[config.mk]
export PLATFORM = sky130hd
export DESIGN_NAME = fifo_rr_arbiter
export DESIGN_NICKNAME = d
export VERILOG_FILES = /design/src/rtl/fifo_rr_arbiter.sv
export SDC_FILE = /design/constraint.sdc
export NUM_CORES = 1
export LEC_CHECK = 0
export BUFFER_PORTS_ARGS = -buffer_cell sky130_fd_sc_hd__buf_2
export CAP_MARGIN = 0
export CORE_MARGIN = 5
export CORE_UTILIZATION = 40
export CTS_BUF_LIST = sky130_fd_sc_hd__clkbuf_4 sky130_fd_sc_hd__clkbuf_8 sky130_fd_sc_hd__clkbuf_16
export DETAILED_ROUTE_END_ITERATION = 12
export PLACE_DENSITY_LB_ADDON = 0.08
export SLEW_MARGIN = 20
export SYNTH_ARGS = -nofsm -noshare
export SYNTH_HDL_FRONTEND = slang
export SYNTH_SLANG_ARGS = --single-unit
[constraint.sdc]
create_clock -name clk -period 4.45 [get_ports clk]
set_clock_uncertainty 0.15 [all_clocks]
set_input_delay 0.2225 -clock clk [delete_from_list [all_inputs] [get_ports clk]]
set_output_delay 0.2225 -clock clk [all_outputs]
set_load 0.05 [all_outputs]
[src/rtl/fifo_rr_arbiter.sv]
// Round-robin scheduler draining eight input FIFOs into one downstream FIFO.
// Pops are one-hot and registered; the popped word is pushed downstream one cycle later.
module fifo_rr_arbiter #(
    parameter int unsigned DATA_WIDTH = 6
) (
    input  logic                    clk,
    input  logic                    reset,
    input  logic                    enable,
    input  logic [7:0]              empty_fifos,
    input  logic [8*DATA_WIDTH-1:0] data_in,
    input  logic                    almost_full_out,
    output logic [7:0]              pop,
    output logic                    push,
    output logic [DATA_WIDTH-1:0]   data_out,
    output logic [2:0]              grant_idx,
    output logic [1:0]              state,
    output logic [7:0]              xfer_count
);

    typedef enum logic [1:0] {
        StIdle  = 2'd0,
        StRun   = 2'd1,
        StPause = 2'd2
    } state_e;

    state_e                  r_state;
    state_e                  w_state_next;
    logic [7:0]              r_pop;
    logic                    r_push;
    logic [DATA_WIDTH-1:0]   r_data_out;
    logic [2:0]              r_grant_idx;
    logic [7:0]              r_xfer_count;
    logic [2:0]              r_rr_ptr;
    logic [2:0]              r_pop_idx;
    logic                    r_inflight;

    logic [7:0]              w_eligible;
    logic                    w_any_eligible;
    logic [2:0]              w_grant;
    logic                    w_issue;
    logic                    w_all_empty;
    logic [DATA_WIDTH-1:0]   w_sel_data;

    // Empty flags lag a pop by one cycle, so a FIFO popped last cycle is not eligible.
    assign w_eligible  = ~empty_fifos & ~r_pop;
    assign w_all_empty = (empty_fifos == 8'hFF);

    always_comb begin
        logic [2:0] cand;
        w_grant        = r_rr_ptr;
        w_any_eligible = 1'b0;
        cand           = r_rr_ptr;
        for (int k = 0; k < 8; k++) begin
            cand = r_rr_ptr + 3'(k);
            if (!w_any_eligible && w_eligible[cand]) begin
                w_grant        = cand;
                w_any_eligible = 1'b1;
            end
        end
    end

    always_comb begin
        w_state_next = StIdle;
        case (r_state)
            StIdle: begin
                if (enable && !almost_full_out && !w_all_empty) begin
                    w_state_next = StRun;
                end else begin
                    w_state_next = StIdle;
                end
            end
            StRun: begin
                if (!enable) begin
                    w_state_next = StIdle;
                end else if (almost_full_out) begin
                    w_state_next = StPause;
                end else if (w_all_empty && !r_inflight) begin
                    w_state_next = StIdle;
                end else begin
                    w_state_next = StRun;
                end
            end
            StPause: begin
                if (!enable) begin
                    w_state_next = StIdle;
                end else if (!almost_full_out) begin
                    w_state_next = StRun;
                end else begin
                    w_state_next = StPause;
                end
            end
            default: w_state_next = StIdle;
        endcase
    end

    assign w_issue = (w_state_next == StRun) && !almost_full_out && enable && w_any_eligible;

    always_comb begin
        w_sel_data = '0;
        for (int i = 0; i < 8; i++) begin
            if (r_pop_idx == 3'(i)) begin
                w_sel_data = data_in[i*DATA_WIDTH +: DATA_WIDTH];
            end
        end
    end

    always_ff @(posedge clk or negedge reset) begin
        if (!reset) begin
            r_state      <= StIdle;
            r_pop        <= '0;
            r_push       <= 1'b0;
            r_data_out   <= '0;
            r_grant_idx  <= '0;
            r_xfer_count <= '0;
            r_rr_ptr     <= '0;
            r_pop_idx    <= '0;
            r_inflight   <= 1'b0;
        end else begin
            r_state    <= w_state_next;
            r_pop      <= w_issue ? (8'b1 << w_grant) : 8'b0;
            r_inflight <= w_issue;
            if (w_issue) begin
                r_pop_idx <= w_grant;
                r_rr_ptr  <= w_grant + 3'd1;
            end
            // An issued pop always completes as a push, regardless of state or stall.
            r_push <= r_inflight;
            if (r_inflight) begin
                r_data_out   <= w_sel_data;
                r_grant_idx  <= r_pop_idx;
                r_xfer_count <= r_xfer_count + 8'd1;
            end
        end
    end

    assign pop        = r_pop;
    assign push       = r_push;
    assign data_out   = r_data_out;
    assign grant_idx  = r_grant_idx;
    assign state      = r_state;
    assign xfer_count = r_xfer_count;

`ifndef SYNTHESIS
    a_pop_onehot : assert property (@(posedge clk) disable iff (!reset) $onehot0(r_pop));
    a_state_legal : assert property (@(posedge clk) disable iff (!reset) r_state != 2'd3);
`endif

endmodule

# Yosys cells after proc, flatten, opt, wreduce, memory -nomap -nowiden
# Cells that the tools add are included.
[word_totals]
in_bits = 60
word_cells = 113
regBits = 35
[op_classes]
magnitude_cmp = 8
n_reduce_logical = 25
bitwise = 3
add_sub_neg = 9
eq_ne = 11
shifts = 1
n_mux = 47
[ops]
columns = ["op", "n"]
rows = [
  ["$mux 6", 8],
  ["$lt 3x4->1 const B", 8],
  ["$bmux 1 s3", 8],
  ["$mux 3", 7],
  ["$mux 1", 18],
  ["$not 8->8", 2],
  ["$logic_and 1x1->1", 13],
  ["$add 3x3->3 const B", 4],
  ["$eq 3x3->1 const B", 4],
  ["$logic_not 1->1", 10],
  ["$add 8x1->8 const B", 1],
  ["$and 8x8->8", 1],
  ["$eq 8x8->1 const B", 1],
  ["$mux 2", 4],
  ["$mux 8", 1],
  ["$shl 1x3->8 const A", 1],
  ["$add 3x1->3 const B", 2],
  ["$add 3x2->3 const B", 2],
  ["$eq 3x2->1 const B", 2],
  ["$pmux 2 s3", 1],
  ["$eq 2x1->1 const B", 2],
  ["$eq 3x1->1 const B", 1],
  ["$logic_not 3->1", 1],
  ["$eq 2x2->1 const B", 1],
  ["$logic_not 2->1", 1],
]

# Depth between registers and ports, before layout
# Gate-level depths: netlist of the first run.
[logic_depth]
word_depth = 28
mapped_depth = 14
mapped_depth_nobuf = 12

# Worst setup path after synthesis of the first run
# OpenSTA, ideal clock, no wires.
[synth_timing]
kind = "reg-to-reg"
startpoint = "register r_rr_ptr[1]"
endpoint = "register r_rr_ptr[2]"
slack_ns = 0.891
t_arrival_ns = 3.284
path_stages_with_launch = 15
n_path_buf = 3
setup_time_ns = 0.125
synth_period_minus_slack_ns = 3.559
path_cell_list = "dfrtp_1 clkbuf_8 clkinv_1 ha_1 clkbuf_8 clkinv_1 mux4_2 and3_4 o21ai_1 a32oi_1 or2_1 buf_4 and2b_2 ha_1 mux2_4"
[synth_via]
elab_chain_len = 25
elab_cells_between_ends = 54
[synth_rtl]
columns = ["item", "line_no", "rtl"]
rows = [
  ["from (decl)", "33", "logic [2:0] r_rr_ptr;"],
  ["from (signal assigned)", "124", "r_rr_ptr <= w_grant + 3'd1;"],
  ["branches (longest 25 deep; another with $add 3x1->3)", "-", ""],
]
# Several ways; the timed one is not identified. The select of a mux whose other input is x is not followed.
# A chain may end at the register's enable or synchronous reset.

# Worst setup path after layout of the first run
# Same ends and word-level chain as after synthesis.

==> summary.md, run 1 <==
| Metric | Value |
|---|---|
| Pwr per Cell Area | 982.0 nW/um^2 |
| WP data required | 4460 ps |
| Crit path max fanout | 9 |
| CTS tree | built |
| CTS clk-pin slew, worst paths | 70 ps |
| Drt drc | 0 |
| Root Driver | clkbuf_8 |
| FF-to-FF setup slack | 580 ps |
| Nets | 417 |
| Post-route non-filler standard cell count | 434 |
| Worst hold path class | in -> reg |
| Synthesized Nets | 333 |
| Final WL | 7350 um |
| GPL Wtd Cong | 0.8551 |
| WL per Instance | 16.94 um |
| Number of synthesized flops with an enable pin | 0 |
| Syn_area_per_cell | 10.21 sq um |
| Count of different cell masters after synthesis | 60 |
| CP startpoint kind | register |
| Netlist Area Pre-Place | 2746 sq um |
| Iter 0 DRT Violations | 107 |
| RSZ-0062 raised after global routing | no |
| Crit. Startpoint | r_rr_ptr[1]$_DFFE_PN0P_ |
| Ys Warns | 0 |
| Die Y | 92.86 um |
| Pin count of the biggest net entering global routing | 36 |
| H-tree depth | 2 |
| Max Freq | 0.2583 GHz |
| Die X | 92.86 um |
| Port buffer count | 87 |
| Final Hold Fails | 0 |
| Vias in the first global route | 2479 |
| Setup TNS | 0 ps |
| Reg2reg path depth | 12 |
| Status | finished, final reports clean |
| HPWL after DPL | 5841 um |
| Capture point of the worst reg-to-reg path | r_rr_ptr[2]$_DFFE_PN0P_ |
| Die Area | 8623 sq um |
| Sequential share of the synthesized area | 31.89% |
| Util after Layout | 48.78% |
| Clock Latency Late Sink | 280 ps |
| CTS buffer count | 5 |
| Grt total ovfl | 0 |
| Final min period | 3871 ps |
| Final Setup Violations | 0 |
| Tot GR Track Use | 17.36% |
| # IOs | 88 |
| Total number of vias | 2457 |
| Worst Setup EP | r_rr_ptr[2]$_DFFE_PN0P_ |
| Maximum vdd ir drop | 0.0003637 V |
| Hold path depth | 2 |
| Initial DRT Pass Iterations | 4 |
| Pleak | 1.494 nW |
| Max Slew Vio Count | 0 |
| Maxcap violations | 0 |
| Initial core utilization | 40.65% |
| DRT antenna net count | 0 |
| Primary FF master, synth | dfrtp_1 |
| Least-Margin Pin Slew | 807.3 ps |
| Overall power | 0.003236 W |
| Critical path type | reg -> reg |
| Reg2reg start | r_rr_ptr[1]$_DFFE_PN0P_ |
| Rel. slew slack | 46.18% |
| Area Overhead vs Synth | 20.00% |
| Row Count | 30 |
| Core region area | 6756 sq um |
| Critical path endpoint category | register |
| Post-synth ARST share | 100.0% |
| Avg Vias per Cell | 5.661 |
| Proportion of layout cells with a drive suffix above 1 | 38.42% |
| Clock sinks | 35 |
| Mapped Cells | 269 |
| First-pass GRT wire length | 12130 um |
| Post-cts sizing count | 0 |
| Diodes inserted | 0 |
| Critical path data arrival time | 3880 ps |
| Initial antenna violation count | 0 |
| #FFs+latches synth | 35 |
| Final Cycle Share | 87.00% |
| Dpl cells | 425 |
| Max clock buf depth | 2 |
-- state kept, by name, summed over array words and instances, names as in the netlist --
register and flops:
data_out 6, push 1, pop 8, r_inflight 1, grant_idx 3, xfer_count 8
r_rr_ptr 3, r_pop_idx 3, state 2
-- stage by stage --
stage	hold WS, ps	setup WS, ps	instance area, sq um
4_1_cts	37.06	569.9	3296
6_report	50.72	578.6	3296
3_5_place_dp	200.3	603.9	3182
3_3_place_gp	201.1	726.6	3182
2_1_floorplan	-223.1	890.7	2746
5_1_grt	37.94	313.7	3296
-- logic make-up (layout without fill, tap and decap cells) --
logic type | after synthesis | after routing | synth area share [%]
AO/OA/AOI/OAI | 81 | 81 | 20.68
AND/OR/NAND/NOR | 77 | 77 | 14.94
multiplexers | 39 | 39 | 21.23
flip-flops | 35 | 35 | 31.89
buffers and inverters | 20 | 105 | 5.285
XOR/XNOR | 13 | 13 | 4.146
adder cells (fa/ha/maj) | 4 | 4 | 1.822
-- worst min path at each step --
stage / start / to / slack (ps)
floorplan: reset / data_out[0]$_DFFE_PN0P_ / -220
global placement: reset / data_out[3]$_DFFE_PN0P_ / 200
detailed placement: reset / xfer_count[6]$_DFFE_PN0P_ / 200
CTS: almost_full_out / state[1]$_DFF_PN0_ / 40
global route: almost_full_out / state[1]$_DFF_PN0_ / 40
finish: almost_full_out / state[1]$_DFF_PN0_ / 50
-- cells in the final DEF, fill, tap and decap left out, types with 9 or more instances in the layout --
cell type / instances
buf_2: 87
dfrtp_1: 35
a21oi_1: 24
nand2_1: 22
nor2_1: 18
mux2i_1: 17
nor3_1: 10
o21ai_0: 10
mux4_2: 9
xnor2_1: 9
-- critical path, cell delays in order, from the launching register on --
cell and delay (ps):
dfrtp_1 520, clkinv_1 310, ha_1 350, xnor2_1 250
mux4_2 400, mux2i_4 250, and3_4 260, o21ai_1 70
a32oi_1 210, or2_1 320, and2b_2 200, ha_1 210
mux2_4 250
-- metal layers --
| metal | up-vias | track usage (%) | share of wire (%) |
|---|---|---|---|
| li1 | 1196 | - | - |
| met1 | 1154 | 23.55 | 45 |
| met2 | 91 | 26.27 | 45 |
| met3 | 16 | 4.955 | 7.0 |
| met4 | 0 | 6.349 | 2.7 |
| met5 | - | 0 | 0 |
-- synthesized netlist by cell type (6+ instances only) --
cell	instances	area, sq um
o21a_1	7	52.55
mux4_2	9	202.7
a21oi_1	24	120.1
nand2_1	22	82.58
o211ai_1	7	52.55
o221ai_1	7	61.31
nor3_1	10	50.05
dfrtp_1	35	875.8
mux2_2	6	67.56
o21ai_0	10	50.05
xnor2_1	9	78.83
nand4_1	6	37.54
mux2i_1	17	170.2
nor2_1	18	67.56
-- where the power goes --
part           internal (W)  switching (W)
sequential         0.000440       0.000191
combinational      0.000968        0.00138
clock              0.000147       0.000105
-- what timing repair did --
item | 4_1_cts | 5_1_grt
setup buffers | 0 | 0
hold buffers | 1 | 0
endpoints found under the hold margin | 35 | 0
-- area by class of cell --
class	instances	area (sq um)
Sequential cell	35	875.8
Tap cell	80	100.1
Multi-Input combinational cell	214	1725
Inverter	6	22.52
Clock buffer	8	103.9
Timing Repair Buffer	91	467.9
Fill cell	669	3461
No activity file was read; power rests on OpenSTA's default activity.
==> inputs of run 2 (changes only) <==
--- a/config.mk
+++ b/config.mk
@@ -10,7 +10,9 @@
 export CORE_MARGIN = 5
 export CORE_UTILIZATION = 40
 export CTS_BUF_LIST = sky130_fd_sc_hd__clkbuf_4 sky130_fd_sc_hd__clkbuf_8 sky130_fd_sc_hd__clkbuf_16
+export CTS_CLUSTER_SIZE = 14
 export DETAILED_ROUTE_END_ITERATION = 12
+export MAX_ROUTING_LAYER = met4
 export PLACE_DENSITY_LB_ADDON = 0.08
 export SLEW_MARGIN = 20
 export SYNTH_ARGS = -nofsm -noshare
==> run 2 against run 1 <==
Against the previous run: critical path depth unchanged; highest routed layer unchanged; register-to-register slack gained 40 ps; largest power group unchanged; wire length is 0.16% higher.
==> summary.md, run 2 (synthesis gave the netlist of run 1 again) <==
| Metric | Value |
|---|---|
| Row Count | 30 (unchanged) |
| Setup ws final | 620.7 ps (+42.01 ps) |
| Maxcap violations | 0 (unchanged) |
| Most frequent cells in the layout | 87 x buf_2, 35 x dfrtp_1, 24 x a21oi_1, 22 x nand2_1, 18 x nor2_1 |
| Worst hold path class | in -> reg |
| Least-Margin Pin Slew | 814.5 ps (+7.165 ps) |
| H-tree depth | 2 (unchanged) |
| Status | finished, final reports clean |
| Initial DRT Pass Iterations | 4 (unchanged) |
| Rel. slew slack | 45.70% (-0.48 points) |
| WL per Instance | 16.96 um (+0.16%) |
| GPL Wtd Cong | 0.8751 (+2.3%) |
| First-pass GRT wire length | 12130 um (unchanged) |
| Area Overhead vs Synth | 19.82% |
| Post-route non-filler standard cell count | 434 (unchanged) |
| Crit path max fanout | 9 (unchanged) |
| Critical path endpoint category | register |
| Die X | 92.86 um (unchanged) |
| WP data required | 4480 ps (+20 ps) |
| Switching pwr | 0.001679 W (-0.13%) |
| Clock power share | 7.6% (-0.2 points) |
| Final min period | 3829 ps (-42.01 ps) |
| Fillers | 645 (-3.6%) |
| Max Slew Vio Count | 0 (unchanged) |
| Proportion of layout cells with a drive suffix above 1 | 38.42% (unchanged) |
| Nets | 417 (unchanged) |
| Vias in the first global route | 2458 (-0.85%) |
| DRT antenna net count | 0 (unchanged) |
| CTS clk-pin slew, worst paths | 70 ps (about the same) |
| Clock Latency Late Sink | 290 ps (about the same) |
| CP startpoint kind | register |
| Critical path type | reg -> reg |
| CTS tree | built |
| CTS buffer count | 5 (unchanged) |
| Die Y | 92.86 um (unchanged) |
| Initial core utilization | 40.65% (unchanged) |
| Setup TNS | 0 ps (unchanged) |
| Die Area | 8623 sq um (unchanged) |
| Pwr per Cell Area | 978.4 nW/um^2 (-0.37%) |
| Sequential Power Share | 19.5% (about the same) |
| Tot GR Track Use | 18.07% (+0.71 points) |
| Dpl ws | 652.3 ps (+48.34 ps) |
| FF-to-FF setup slack | 620 ps (+40 ps) |
| Drt drc | 0 (unchanged) |
| Core region area | 6756 sq um (unchanged) |
| Root Driver | clkbuf_8 |
| Internal power | 0.001540 W (-0.94%) |
| # IOs | 88 (unchanged) |
| Grt total ovfl | 0 (unchanged) |
| Avg Vias per Cell | 5.650 (-0.20%) |
| Post-CTS Setup Bufs | 0 (unchanged) |
| Diodes inserted | 0 (unchanged) |
| Maximum vdd ir drop | 0.0003357 V (-7.7%) |
| Total number of vias | 2452 (-0.20%) |
| Max Freq | 0.2611 GHz (+1.1%) |
| Clock sinks | 35 (unchanged) |
| Final Cycle Share | 86.05% (-0.94 points) |
| RSZ-0062 raised after global routing | no |
| Critical path data arrival time | 3860 ps (-20 ps) |
| Port buffer count | 87 (unchanged) |
| Most common cell after layout, fill and taps aside | buf_2 |
| Max clock buf depth | 2 (unchanged) |
| Comb power frac | 72.9% (+0.2 points) |
| Final WL | 7362 um (+0.16%) |
| HPWL after DPL | 5887 um (+0.77%) |
| Iter 0 DRT Violations | 158 (+48%) |
| Dpl cells | 425 (unchanged) |
| Pin count of the biggest net entering global routing | 36 (unchanged) |
| Sw Ratio | 52.16% (+0.20 points) |
| Final Hold Fails | 0 (unchanged) |
| Pleak | 1.491 nW (-0.21%) |
| Initial antenna violation count | 0 (unchanged) |
| Final Setup Violations | 0 (unchanged) |
run 2: cell type report:
type | count | area [sq um] | area share [%]
sequential | 35 | 875.8 | 26.62
multi-input combinational | 214 | 1725 | 52.43
tap | 80 | 100.1 | 3.042
clock buffer | 7 | 90.09 | 2.738
timing repair buffer | 91 | 467.9 | 14.22
clock inverter | 1 | 8.758 | 0.2662
inverter | 6 | 22.52 | 0.6844
run 2: layer usage:
layer / global-route usage [%] / vias up / routed length (um)
met2: 28.01 / 96 / 3441
met3: 3.818 / 12 / 426
met5: - / - / 0
li1: - / 1197 / -
met4: 5.372 / 0 / 150
met1: 23.86 / 1147 / 3342
run 2: path summary, 6_finish.rpt:
path / cells past startpoint / startpoint / end
max in group asynchronous: 2 / reset / r_inflight$_DFF_PN0_
min in group asynchronous: 2 / reset / xfer_count[6]$_DFFE_PN0P_
worst max register to register: 12 / r_rr_ptr[1]$_DFFE_PN0P_ / r_rr_ptr[2]$_DFFE_PN0P_
worst min-delay path: 2 / almost_full_out / state[1]$_DFF_PN0_
worst max-delay path: 12 / r_rr_ptr[1]$_DFFE_PN0P_ / r_rr_ptr[2]$_DFFE_PN0P_
worst min register to register: 1 / xfer_count[7]$_DFFE_PN0P_ / xfer_count[7]$_DFFE_PN0P_
run 2: power by group through the flow:
stage                     logic [W]  registers, W  clock network, W
final                       0.00235      0.000628          0.000246
after global placement      0.00234      0.000635                 0
after detailed placement    0.00234      0.000632                 0
after CTS                   0.00235      0.000631          0.000254
after floorplan             0.00171      0.000859                 0
after global routing        0.00253      0.000656          0.000274
run 2: critical path: stages, from the launching register on:
cell,delay (ps)
dfrtp_1,530
clkinv_1,320
ha_1,350
xnor2_1,250
mux4_2,390
mux2i_4,240
and3_4,260
o21ai_1,80
a32oi_1,210
or2_1,290
and2b_2,190
ha_1,210
mux2_4,250
run 2: metrics by stage:
stage | total power (W) | utilization, % | cell area, sq um | hold slack (ps)
global route | 0.003461 | 48.70 | 3291 | 20.92
CTS | 0.003235 | 48.70 | 3291 | 26.61
detailed placement | 0.002967 | 47.09 | 3182 | 194.9
finish | 0.003220 | 48.70 | 3291 | 40.63
global placement | 0.002978 | 47.09 | 3182 | 195.7
floorplan | 0.002568 | - | 2746 | -223.1
run 2: repair_timing:
item | in CTS | in global routing
hold buffers | 1 | 0
resized for setup | 0 | 0
hold endpoints to repair | 35 | 0
